$ cat src/rtl/vga_pkg.sv
// Shared VGA definitions: visible-area constants, the RGB444 pixel type and
// the {r,g,b} -> {b,g,r} swizzle used when a stored pixel is sent to the mixer.
package vga_pkg;

    localparam int H_VIS = 640;
    localparam int V_VIS = 480;

    // One pixel as stored in the image ROMs: {r[3:0], g[3:0], b[3:0]}.
    typedef logic [11:0] rgb444_t;

    // The mixer expects {blue, green, red}. ROM words are stored {red, green, blue}.
    function automatic rgb444_t to_bgr(input rgb444_t p);
        return {p[3:0], p[7:4], p[11:8]};
    endfunction

endpackage

$ cat src/rtl/pipe_delay.sv
// N-stage register delay line. It carries per-pixel side information
// (in-window flag, image select, key enable) across the ROM read latency.
module pipe_delay #(
    parameter int W = 1,
    parameter int N = 1
) (
    input  logic         clk,
    input  logic         rst_n,
    input  logic [W-1:0] d,
    output logic [W-1:0] q
);

    generate
        if (N == 0) begin : g_bypass
            assign q = d;
        end else begin : g_pipe
            logic [W-1:0] stage [N];

            // Shift the payload one stage per clock. Every stage clears on reset.
            // NOTE: this is a handful of control flops, not a RAM, so each stage is
            // reset so that no stale in-window flag leaks out after a reset.
            always_ff @(posedge clk or negedge rst_n) begin
                if (!rst_n) begin
                    for (int i = 0; i < N; i++) stage[i] <= '0;
                end else begin
                    stage[0] <= d;
                    for (int i = 1; i < N; i++) stage[i] <= stage[i-1];
                end
            end

            assign q = stage[N-1];
        end
    endgenerate

endmodule

$ cat src/rtl/img_layer.sv
// Image-window layer for the VGA path. It places an IMG_W x IMG_H picture, read
// from one of N_IMG external ROMs, at (H_OFFSET, V_OFFSET), with optional 2x pixel
// doubling and colour-key transparency. Image select, scale and key enable are
// latched at frame start. The select and key values then travel down the pipe
// with each pixel, so a change never retimes pixels already in flight.
module img_layer
    import vga_pkg::*;
#(
    parameter int      IMG_W    = 160,
    parameter int      IMG_H    = 380,
    parameter int      H_OFFSET = 480,
    parameter int      V_OFFSET = 100,
    parameter int      N_IMG    = 2,
    parameter int      ROM_LAT  = 1,
    parameter rgb444_t KEY      = 12'h000,
    parameter int      ADDR_W   = $clog2(IMG_W * IMG_H),
    localparam int     SEL_W    = (N_IMG > 1) ? $clog2(N_IMG) : 1
) (
    input  logic              clk,
    input  logic              rst_n,
    input  logic [9:0]        h_count,
    input  logic [8:0]        v_count,
    input  logic [SEL_W-1:0]  sel,
    input  logic              scale2,
    input  logic              key_en,
    output logic [ADDR_W-1:0] rom_addr,
    input  logic [N_IMG*12-1:0] rom_data,
    output rgb444_t           color,
    output logic              active
);

    // Window bounds in 11-bit unsigned space, for 1x and 2x scale.
    localparam logic [10:0] H_LO   = 11'(H_OFFSET);
    localparam logic [10:0] H_END1 = 11'(H_OFFSET + IMG_W);
    localparam logic [10:0] H_END2 = 11'(H_OFFSET + 2 * IMG_W);
    localparam logic [10:0] V_LO   = 11'(V_OFFSET);
    localparam logic [10:0] V_END1 = 11'(V_OFFSET + IMG_H);
    localparam logic [10:0] V_END2 = 11'(V_OFFSET + 2 * IMG_H);
    localparam logic [ADDR_W-1:0] IMG_W_A = ADDR_W'(IMG_W);
    localparam int PAY_W = SEL_W + 2;

    // Frame-level settings, updated only at frame start
    logic             frame_start;
    logic [SEL_W-1:0] sel_q;
    logic             scale_q;
    logic             key_q;

    // Stage-0 window / address computation
    logic [10:0]       h11, v11, dx, dy, x, y;
    logic              in_h, in_v, in_win;
    logic [ADDR_W-1:0] addr_next;

    // Stage-0 registers and the delayed copies aligned with rom_data
    logic             win_s0, key_s0;
    logic [SEL_W-1:0] sel_s0;
    logic             win_d, key_d;
    logic [SEL_W-1:0] sel_d;

    // Output stage
    rgb444_t pix;
    logic    active_next;

    assign frame_start = (h_count == 10'd0) && (v_count == 9'd0);

    // Latch select, scale and key enable at frame start. Out-of-range selects are ignored.
    // NOTE: sequential state is always written with <= so every flop samples
    // pre-edge values no matter how the blocks are ordered.
    always_ff @(posedge clk or negedge rst_n) begin
        if (!rst_n) begin
            sel_q   <= '0;
            scale_q <= 1'b0;
            key_q   <= 1'b0;
        end else if (frame_start) begin
            if (32'(sel) < N_IMG) sel_q <= sel;
            scale_q <= scale2;
            key_q   <= key_en;
        end
    end

    // Window test and ROM address. A coordinate below an offset is simply outside,
    // so the wrapped difference in that case is never used.
    always_comb begin
        h11       = {1'b0, h_count};
        v11       = {2'b0, v_count};
        dx        = h11 - H_LO;
        dy        = v11 - V_LO;
        in_h      = (h11 >= H_LO) && (h11 < (scale_q ? H_END2 : H_END1));
        in_v      = (v11 >= V_LO) && (v11 < (scale_q ? V_END2 : V_END1));
        in_win    = in_h && in_v;
        x         = scale_q ? (dx >> 1) : dx;
        y         = scale_q ? (dy >> 1) : dy;
        addr_next = ADDR_W'(y) * IMG_W_A + ADDR_W'(x);
    end

    // Stage 0: register the ROM address (held outside the window) and the pixel's side info.
    always_ff @(posedge clk or negedge rst_n) begin
        if (!rst_n) begin
            rom_addr <= '0;
            win_s0   <= 1'b0;
            sel_s0   <= '0;
            key_s0   <= 1'b0;
        end else begin
            win_s0 <= in_win;
            sel_s0 <= sel_q;
            key_s0 <= key_q;
            if (in_win) rom_addr <= addr_next;
        end
    end

    // Carry the side info across the ROM read latency so it lines up with rom_data.
    pipe_delay #(
        .W (PAY_W),
        .N (ROM_LAT)
    ) u_side_delay (
        .clk   (clk),
        .rst_n (rst_n),
        .d     ({win_s0, sel_s0, key_s0}),
        .q     ({win_d, sel_d, key_d})
    );

    // Pick the selected ROM's word and apply the colour key.
    // NOTE: pix gets a default before the loop so no path leaves it unassigned,
    // which would otherwise infer a latch.
    always_comb begin
        pix = '0;
        for (int i = 0; i < N_IMG; i++) begin
            if (32'(sel_d) == i) pix = rom_data[12*i +: 12];
        end
        active_next = win_d && !(key_d && (pix == KEY));
    end

    // Final stage: register the visibility flag and the swizzled colour (0 when inactive).
    always_ff @(posedge clk or negedge rst_n) begin
        if (!rst_n) begin
            active <= 1'b0;
            color  <= '0;
        end else begin
            active <= active_next;
            color  <= active_next ? to_bgr(pix) : '0;
        end
    end

endmodule

$ cat config.mk
export PLATFORM = sky130hd
export DESIGN_NAME = img_layer
export DESIGN_NICKNAME = d
export VERILOG_FILES = /design/src/rtl/vga_pkg.sv /design/src/rtl/pipe_delay.sv /design/src/rtl/img_layer.sv
export SDC_FILE = /design/constraint.sdc
export NUM_CORES = 1
export LEC_CHECK = 0
export ABC_AREA = 1
export ABC_CLOCK_PERIOD_IN_PS = 4800
export CAP_MARGIN = 20
export CORE_ASPECT_RATIO = 1.2
export CORE_MARGIN = 4
export CORE_UTILIZATION = 50
export CTS_CLUSTER_DIAMETER = 200
export DETAILED_ROUTE_END_ITERATION = 10
export PLACE_DENSITY = 0.91
export RECOVER_POWER = 50
export SLEW_MARGIN = 20
export SYNTH_ARGS = -nofsm -noshare
export SYNTH_HDL_FRONTEND = slang
export SYNTH_SLANG_ARGS = --single-unit
$ cat constraint.sdc
create_clock -name clk -period 4.8 [get_ports clk]
set_clock_uncertainty 0.2 [all_clocks]
set_input_delay 0.96 -clock clk [delete_from_list [all_inputs] [get_ports clk]]
set_output_delay 0.96 -clock clk [all_outputs]
set_load 0.005 [all_outputs]
## Word-level counts from Yosys, hierarchy flattened

Index checks and enable logic that the tools add are counted.

- Register bits after elaboration: 38
- Output and inout port bits: 29
- Bits of input ports: 48
- Word-level logic and storage cells: 34

- Mux-type cells: 6
- $mul: 1
- Add/subtract/negate cells: 3
- Reductions and logical operators: 10
- Magnitude comparators: 4

Operator list:

| operator | count |
|---|---|
| two-way mux 12 bit | 2 |
| two-way mux 11 bit | 2 |
| adder 16 x 11 -> 16 bit | 1 |
| zero test 12 bit | 1 |
| multiplier 11 x 3 -> 11 bit, second input constant | 1 |
| subtractor 10 x 9 -> 11 bit, second input constant | 1 |
| greater-or-equal comparator 10 x 9 -> 1 bit, second input constant | 1 |
| zero test 10 bit | 1 |
| less-than comparator 10 bit | 1 |
| less-than comparator 9 x 10 -> 1 bit | 1 |
| two-way mux 10 bit | 1 |
| subtractor 9 x 7 -> 10 bit, second input constant | 1 |
| greater-or-equal comparator 9 x 7 -> 1 bit, second input constant | 1 |
| zero test 9 bit | 1 |
| two-way mux 9 bit | 1 |
| logical AND 1 bit | 6 |
| zero test 1 bit | 1 |

## Longest topological paths before layout

Gate-level depths: netlist of run 1.

- Word-level depth: 6
- Depth in mapped cells: 24

## Cells and area by module

A second synthesis of run 1 with hierarchy kept.

- Cells, all modules: 390
- Area total of the unflattened synthesis: 2984.1 um^2

By module, submodules not included:

| module | area an instance (um^2) | cells an instance | sequential area each (um^2) | instances |
|---|---|---|---|---|
| img_layer | 2909.0 | 387 | 875.8 | 1 |
| pipe_delay | 75.1 | 3 | 75.1 | 1 |

## Worst setup path before layout of run 1

Ideal clock, no wire load.

- Path kind: input to register
- Start point: input port v_count[2]
- End point: register rom_addr[15]
- Stages: 21
- Setup slack: 0.821 ns
- Required time: 4.483 ns
- Library setup time: 0.117 ns
- Data arrival time: 3.662 ns
- Cells stage by stage: inv_1 ha_1 xnor2_1 o21ai_0 ha_1 ha_1 inv_1 fa_1 xnor2_1 ha_1 nand2_1 nor2_1 nand2_1 nand3_1 nand3_1 nor2_1 nand2_1 nor2_1 nand3_1 nand3_1 nand2_1

- Word-level cells in the longest chain between the ends: 4
- Elaborated cells on any way between the ends: 8
- Those cells by class: add/sub (2); mul (1); order compare (2); mux (1); reduce/logical (2)

RTL lines:

| element | RTL line | RTL |
|---|---|---|
| start, declared | img_layer.sv:22 | `input logic [8:0] v_count,` |
| subtractor 9 x 7 -> 10 bit | img_layer.sv:86 | `dy = v11 - V_LO;` |
| two-way mux 11 bit | img_layer.sv:91 | `y = scale_q ? (dy >> 1) : dy;` |
| multiplier 11 x 3 -> 11 bit | img_layer.sv:92 | `addr_next = ADDR_W'(y) * IMG_W_A + ADDR_W'(x);` |
| adder 16 x 11 -> 16 bit | img_layer.sv:92 |  |
| end signal, assigned | img_layer.sv:106 | `if (in_win) rom_addr <= addr_next;` |
| end, declared | img_layer.sv:26 | `output logic [ADDR_W-1:0] rom_addr,` |

Parallel ways exist; a longest one is shown, timed or not.
A chain may end at the register's enable or synchronous reset.

## Worst setup path in the final report of run 1

Ends and elaborated chain as after synthesis.

==> results of run 1 <==
==> final timing paths <==
check	slack, ns	startpoint	endpoint
hold reg to reg	0.17	sel_s0$_DFF_PN0_	u_side_delay.q[1]$_DFF_PN0_
max in group asynchronous	2.28	rst_n	u_side_delay.q[0]$_DFF_PN0_
setup reg to reg	1.16	scale_q$_DFFE_PN0P_	rom_addr[15]$_DFFE_PN0P_
min in group asynchronous	1.01	rst_n	rom_addr[15]$_DFFE_PN0P_
setup / recovery	0.33	v_count[2]	rom_addr[15]$_DFFE_PN0P_
hold / removal	0.17	sel_s0$_DFF_PN0_	u_side_delay.q[1]$_DFF_PN0_
==> registers in the layout, indices dropped and copies added (netlist names) <==
name and cells:
rom_addr 16, color 12, u_side_delay.q 3, active 1
key_q 1, key_s0 1, scale_q 1, sel_q 1
sel_s0 1, win_s0 1
==> kinds of logic after synthesis <==
family / count (synthesis) / synth area share (%)
fa+ha+maj: 33 / 14.4
compound gates: 47 / 9.23
buf+inv: 61 / 8.77
flops: 38 / 32.0
xor+xnor: 9 / 2.66
mux: 11 / 3.84
simple gates: 195 / 29.0
==> layout make-up <==
cell class,count,area (µm²),area share [%]
Sequential cell,38,951,24.2
Clock buffer,5,68.8,1.75
Inverter,53,204,5.19
Multi-Input combinational cell,295,1760,44.8
Clock inverter,3,68.8,1.75
Tap cell,80,100,2.55
Timing Repair Buffer,79,777,19.8
==> routing by layer <==
layer  vias up  wire, µm  GRT usage, %
met4         0       194          8.45
met5         -         0             0
met1      1259      3020          24.4
met3        18       355          3.40
li1       1442         -             -
met2        85      3810          38.6
==> through the flow <==
step	setup WS (ns)	TNS [ns]
floorplan	0.821	0
global placement	0.122	0
detailed placement	-0.0176	-0.0176
CTS	0.283	0
global route	0.0269	0
finish	0.330	0
==> power breakdown <==
part	total [mW]	internal [mW]	leakage, nW	switching (mW)
Sequential	0.403	0.374	0.490	0.0292
Combinational	0.510	0.250	1.43	0.260
Clock	0.327	0.208	0.0683	0.119
==> placed cells by master, fill, tap and decap left out, types with 2 or more instances in the layout <==
cell type                         instances
sky130_fd_sc_hd__nand3_1                 30
sky130_fd_sc_hd__a21oi_1                 14
sky130_fd_sc_hd__clkdlybuf4s50_1         66
sky130_fd_sc_hd__ha_1                    31
sky130_fd_sc_hd__o21ai_2                  5
sky130_fd_sc_hd__or2_2                    2
sky130_fd_sc_hd__xnor2_1                  4
sky130_fd_sc_hd__buf_4                    3
sky130_fd_sc_hd__nand3_2                  2
sky130_fd_sc_hd__o21ai_0                 19
sky130_fd_sc_hd__nor3_1                   2
sky130_fd_sc_hd__o21ai_1                  2
sky130_fd_sc_hd__and3_1                   2
sky130_fd_sc_hd__fa_1                     2
sky130_fd_sc_hd__nor2_2                   2
sky130_fd_sc_hd__nand3b_1                 3
sky130_fd_sc_hd__a31oi_1                  3
sky130_fd_sc_hd__bufinv_16                2
sky130_fd_sc_hd__inv_4                    2
sky130_fd_sc_hd__nor2_1                  28
sky130_fd_sc_hd__o211ai_1                 2
sky130_fd_sc_hd__inv_2                    2
sky130_fd_sc_hd__inv_1                   49
sky130_fd_sc_hd__mux2i_1                  8
sky130_fd_sc_hd__dfrtp_1                 38
sky130_fd_sc_hd__nand2_1                110
sky130_fd_sc_hd__nand4_1                  9
sky130_fd_sc_hd__mux2_2                   3
sky130_fd_sc_hd__xor2_1                   5
sky130_fd_sc_hd__dlygate4sd3_1            9
sky130_fd_sc_hd__clkbuf_8                 5
==> what timing repair did <==
action,CTS,global route
resized for setup,0,1
hold buffers,0,0
endpoints found under the setup margin,0,1
hold endpoints to repair,0,0
==> results.rst, run 1 <==
.. list-table::
   :header-rows: 1

   * - Metric
     - Value
   * - Avg Inst Size Synth
     - 7.53 µm²
   * - Synth area leader
     - sky130_fd_sc_hd__dfrtp_1
   * - Gp weighted congestion
     - between 0.9 and 1
   * - Root buffer selected by CTS
     - sky130_fd_sc_hd__clkbuf_8
   * - Global-route wire length before repair
     - 12.6 mm
   * - Sum of buffers and inverters on the critical path
     - 4
   * - Detail-routed via count per cell
     - 5.07
   * - Count of flip-flops with a built-in enable after synthesis
     - 0
   * - Number of synthesized register bits
     - 38
   * - Postcts setup bufs
     - 0
   * - Synth top area cells
     - sky130_fd_sc_hd__dfrtp_1 (32%), sky130_fd_sc_hd__nand2_1 (14%), sky130_fd_sc_hd__ha_1 (13%)
   * - Final core utilization
     - 68.9%
   * - IO Port Bufs
     - 76
   * - Boundary Pins
     - 77
   * - Fin. max-slew vios
     - 39
   * - Slowest library cell on the worst path
     - sky130_fd_sc_hd__clkdlybuf4s50_1
   * - Standard-cell rows
     - 30
   * - Max-slew headroom at the worst pin
     - -30.0%
   * - Final-layout worst hold slack
     - about 0.17 ns
   * - Area growth from synthesis to final layout
     - 32.4%
   * - Post-route DRC
     - 0
   * - DR pass1 iterations
     - 4
   * - Arrival time of the worst setup path
     - 4.46 ns
   * - Clock-pin slew of the registers on the worst-case setup and hold paths
     - about 0.080 ns
   * - Clock latency reported for the late side of the worst-skew pair
     - around 0.29 ns
   * - Hold WC Path Type
     - reg -> reg
   * - Antenna cells
     - 0
   * - Commonest register cell after synthesis
     - sky130_fd_sc_hd__dfrtp_1
   * - Pin count of the biggest net entering global routing
     - 39
   * - WS Path Type
     - in -> reg
   * - Overall Power
     - 1.24 mW
   * - Unrepaired setup endpoints after global routing
     - no
   * - Vert. Die Dim
     - 92.4 µm
   * - Max Fclk
     - 224 MHz
   * - Core ar.
     - 5710 µm²
   * - Number of nets with antenna violations after routing
     - 0
   * - Post-detailed-routing wire length
     - 7.38 mm
   * - Number of distinct library cells after synthesis
     - 36
   * - Leakage power total
     - between 1.5 and 2 nW
   * - Grt total ovfl
     - 0
   * - Worst reg-to-reg path cell count
     - 21
   * - Horizontal die dimension
     - 78.3 µm
   * - Cell Pwr Density
     - 316 nW/µm²
   * - Hpwl dp
     - slightly above 6 mm
   * - Failing checks
     - max-capacitance violations, max-slew violations
   * - Net count after synthesis
     - 475
   * - Status
     - finished, violations left
   * - Starting utilization of the core area
     - 52.0%
   * - Cell-by-cell listing of the critical path
     - clkdlybuf4s50_1 > inv_1 > ha_1 > xnor2_1 > o21ai_0 > ha_1 > ha_1 > inv_1 > fa_1 > inv_1 > ha_1 > nand2_1 > nor2_1 > nand2_1 > nand3_1 > nand3_1 > nor2_2 > nand2_1 > nor2_1 > nand3_1 > nand3_1 > nand2_1
   * - Hold depth
     - 0
   * - CTS tree
     - yes
   * - Portion of synthesized cell area occupied by the leading cell type
     - 32.0%
   * - Required time at the endpoint of the critical path
     - 4.79 ns
   * - Count of endpoints failing hold in the final timing report
     - 0
   * - Share of the clock period used by the worst path after layout
     - 93.1%
   * - Number of buffers created by CTS
     - 5
   * - CTS H-tree depth
     - 2
   * - Summed area of non-filler cells in the final layout
     - 3930 µm²
   * - Die outline area
     - 7240 µm²
   * - Via count
     - 2804
   * - Max Root-Sink Buffers
     - 2
   * - Number of cells produced by synthesis
     - between 300 and 400
   * - Number of antenna violations at the first check in global routing
     - 0
   * - Worst vdd rail ir drop
     - 0.000185 V
   * - Post-synth design cell area
     - slightly below 3000 µm²
   * - Tot GR Track Use
     - 21.2%
   * - Setup crit end kind
     - register
   * - Family with the most delay on the worst path
     - adder cells
   * - # nets final
     - 553
   * - Share of post-route cells with drive strength above 1
     - 7.19%
   * - Area after DPL
     - roughly 3800 µm²
   * - Placed Cells incl. Taps
     - 545
   * - Number of fillers in the final layout
     - 476
   * - Number of global-route vias before repair
     - 2871
   * - Non-Filler Instances
     - about 550
   * - Synthesis Warnings
     - 0
   * - Transition time at the pin with the least slew margin
     - 1.95 ns
   * - Launching element type of the critical path
     - input pin
   * - Period minus WS final
     - 4.47 ns
   * - Highest fanout seen on the critical path
     - 4
   * - Number of sinks on the clock net
     - 38
   * - Slowest stage delay, CP
     - approximately 0.5 ns
   * - Async set-or-reset flop fraction in the synthesized netlist
     - 100%
   * - Most numerous cell in the Yosys netlist
     - sky130_fd_sc_hd__nand2_1
   * - Sequential fraction of the synthesis area
     - 32.0%
   * - Commonest cells post-synth
     - sky130_fd_sc_hd__nand2_1 (110), sky130_fd_sc_hd__inv_1 (49), sky130_fd_sc_hd__dfrtp_1 (38), sky130_fd_sc_hd__ha_1 (31), sky130_fd_sc_hd__nand3_1 (30)
   * - Stages on worst setup path
     - 22
   * - Final setup viols
     - 0
   * - Max capacitance violation total
     - 1
   * - Violation count after the first detailed-routing iteration
     - 127
   * - Final routed wire length divided by cell count
     - 13.3 µm
Power figures use the tool's default switching activity.
==> inputs of run 2 (changes only) <==
SLEW_MARGIN = not set   (was 20)
==> results of run 2 <==
The final DEF is identical to that of run 1; final timing and power are the same.
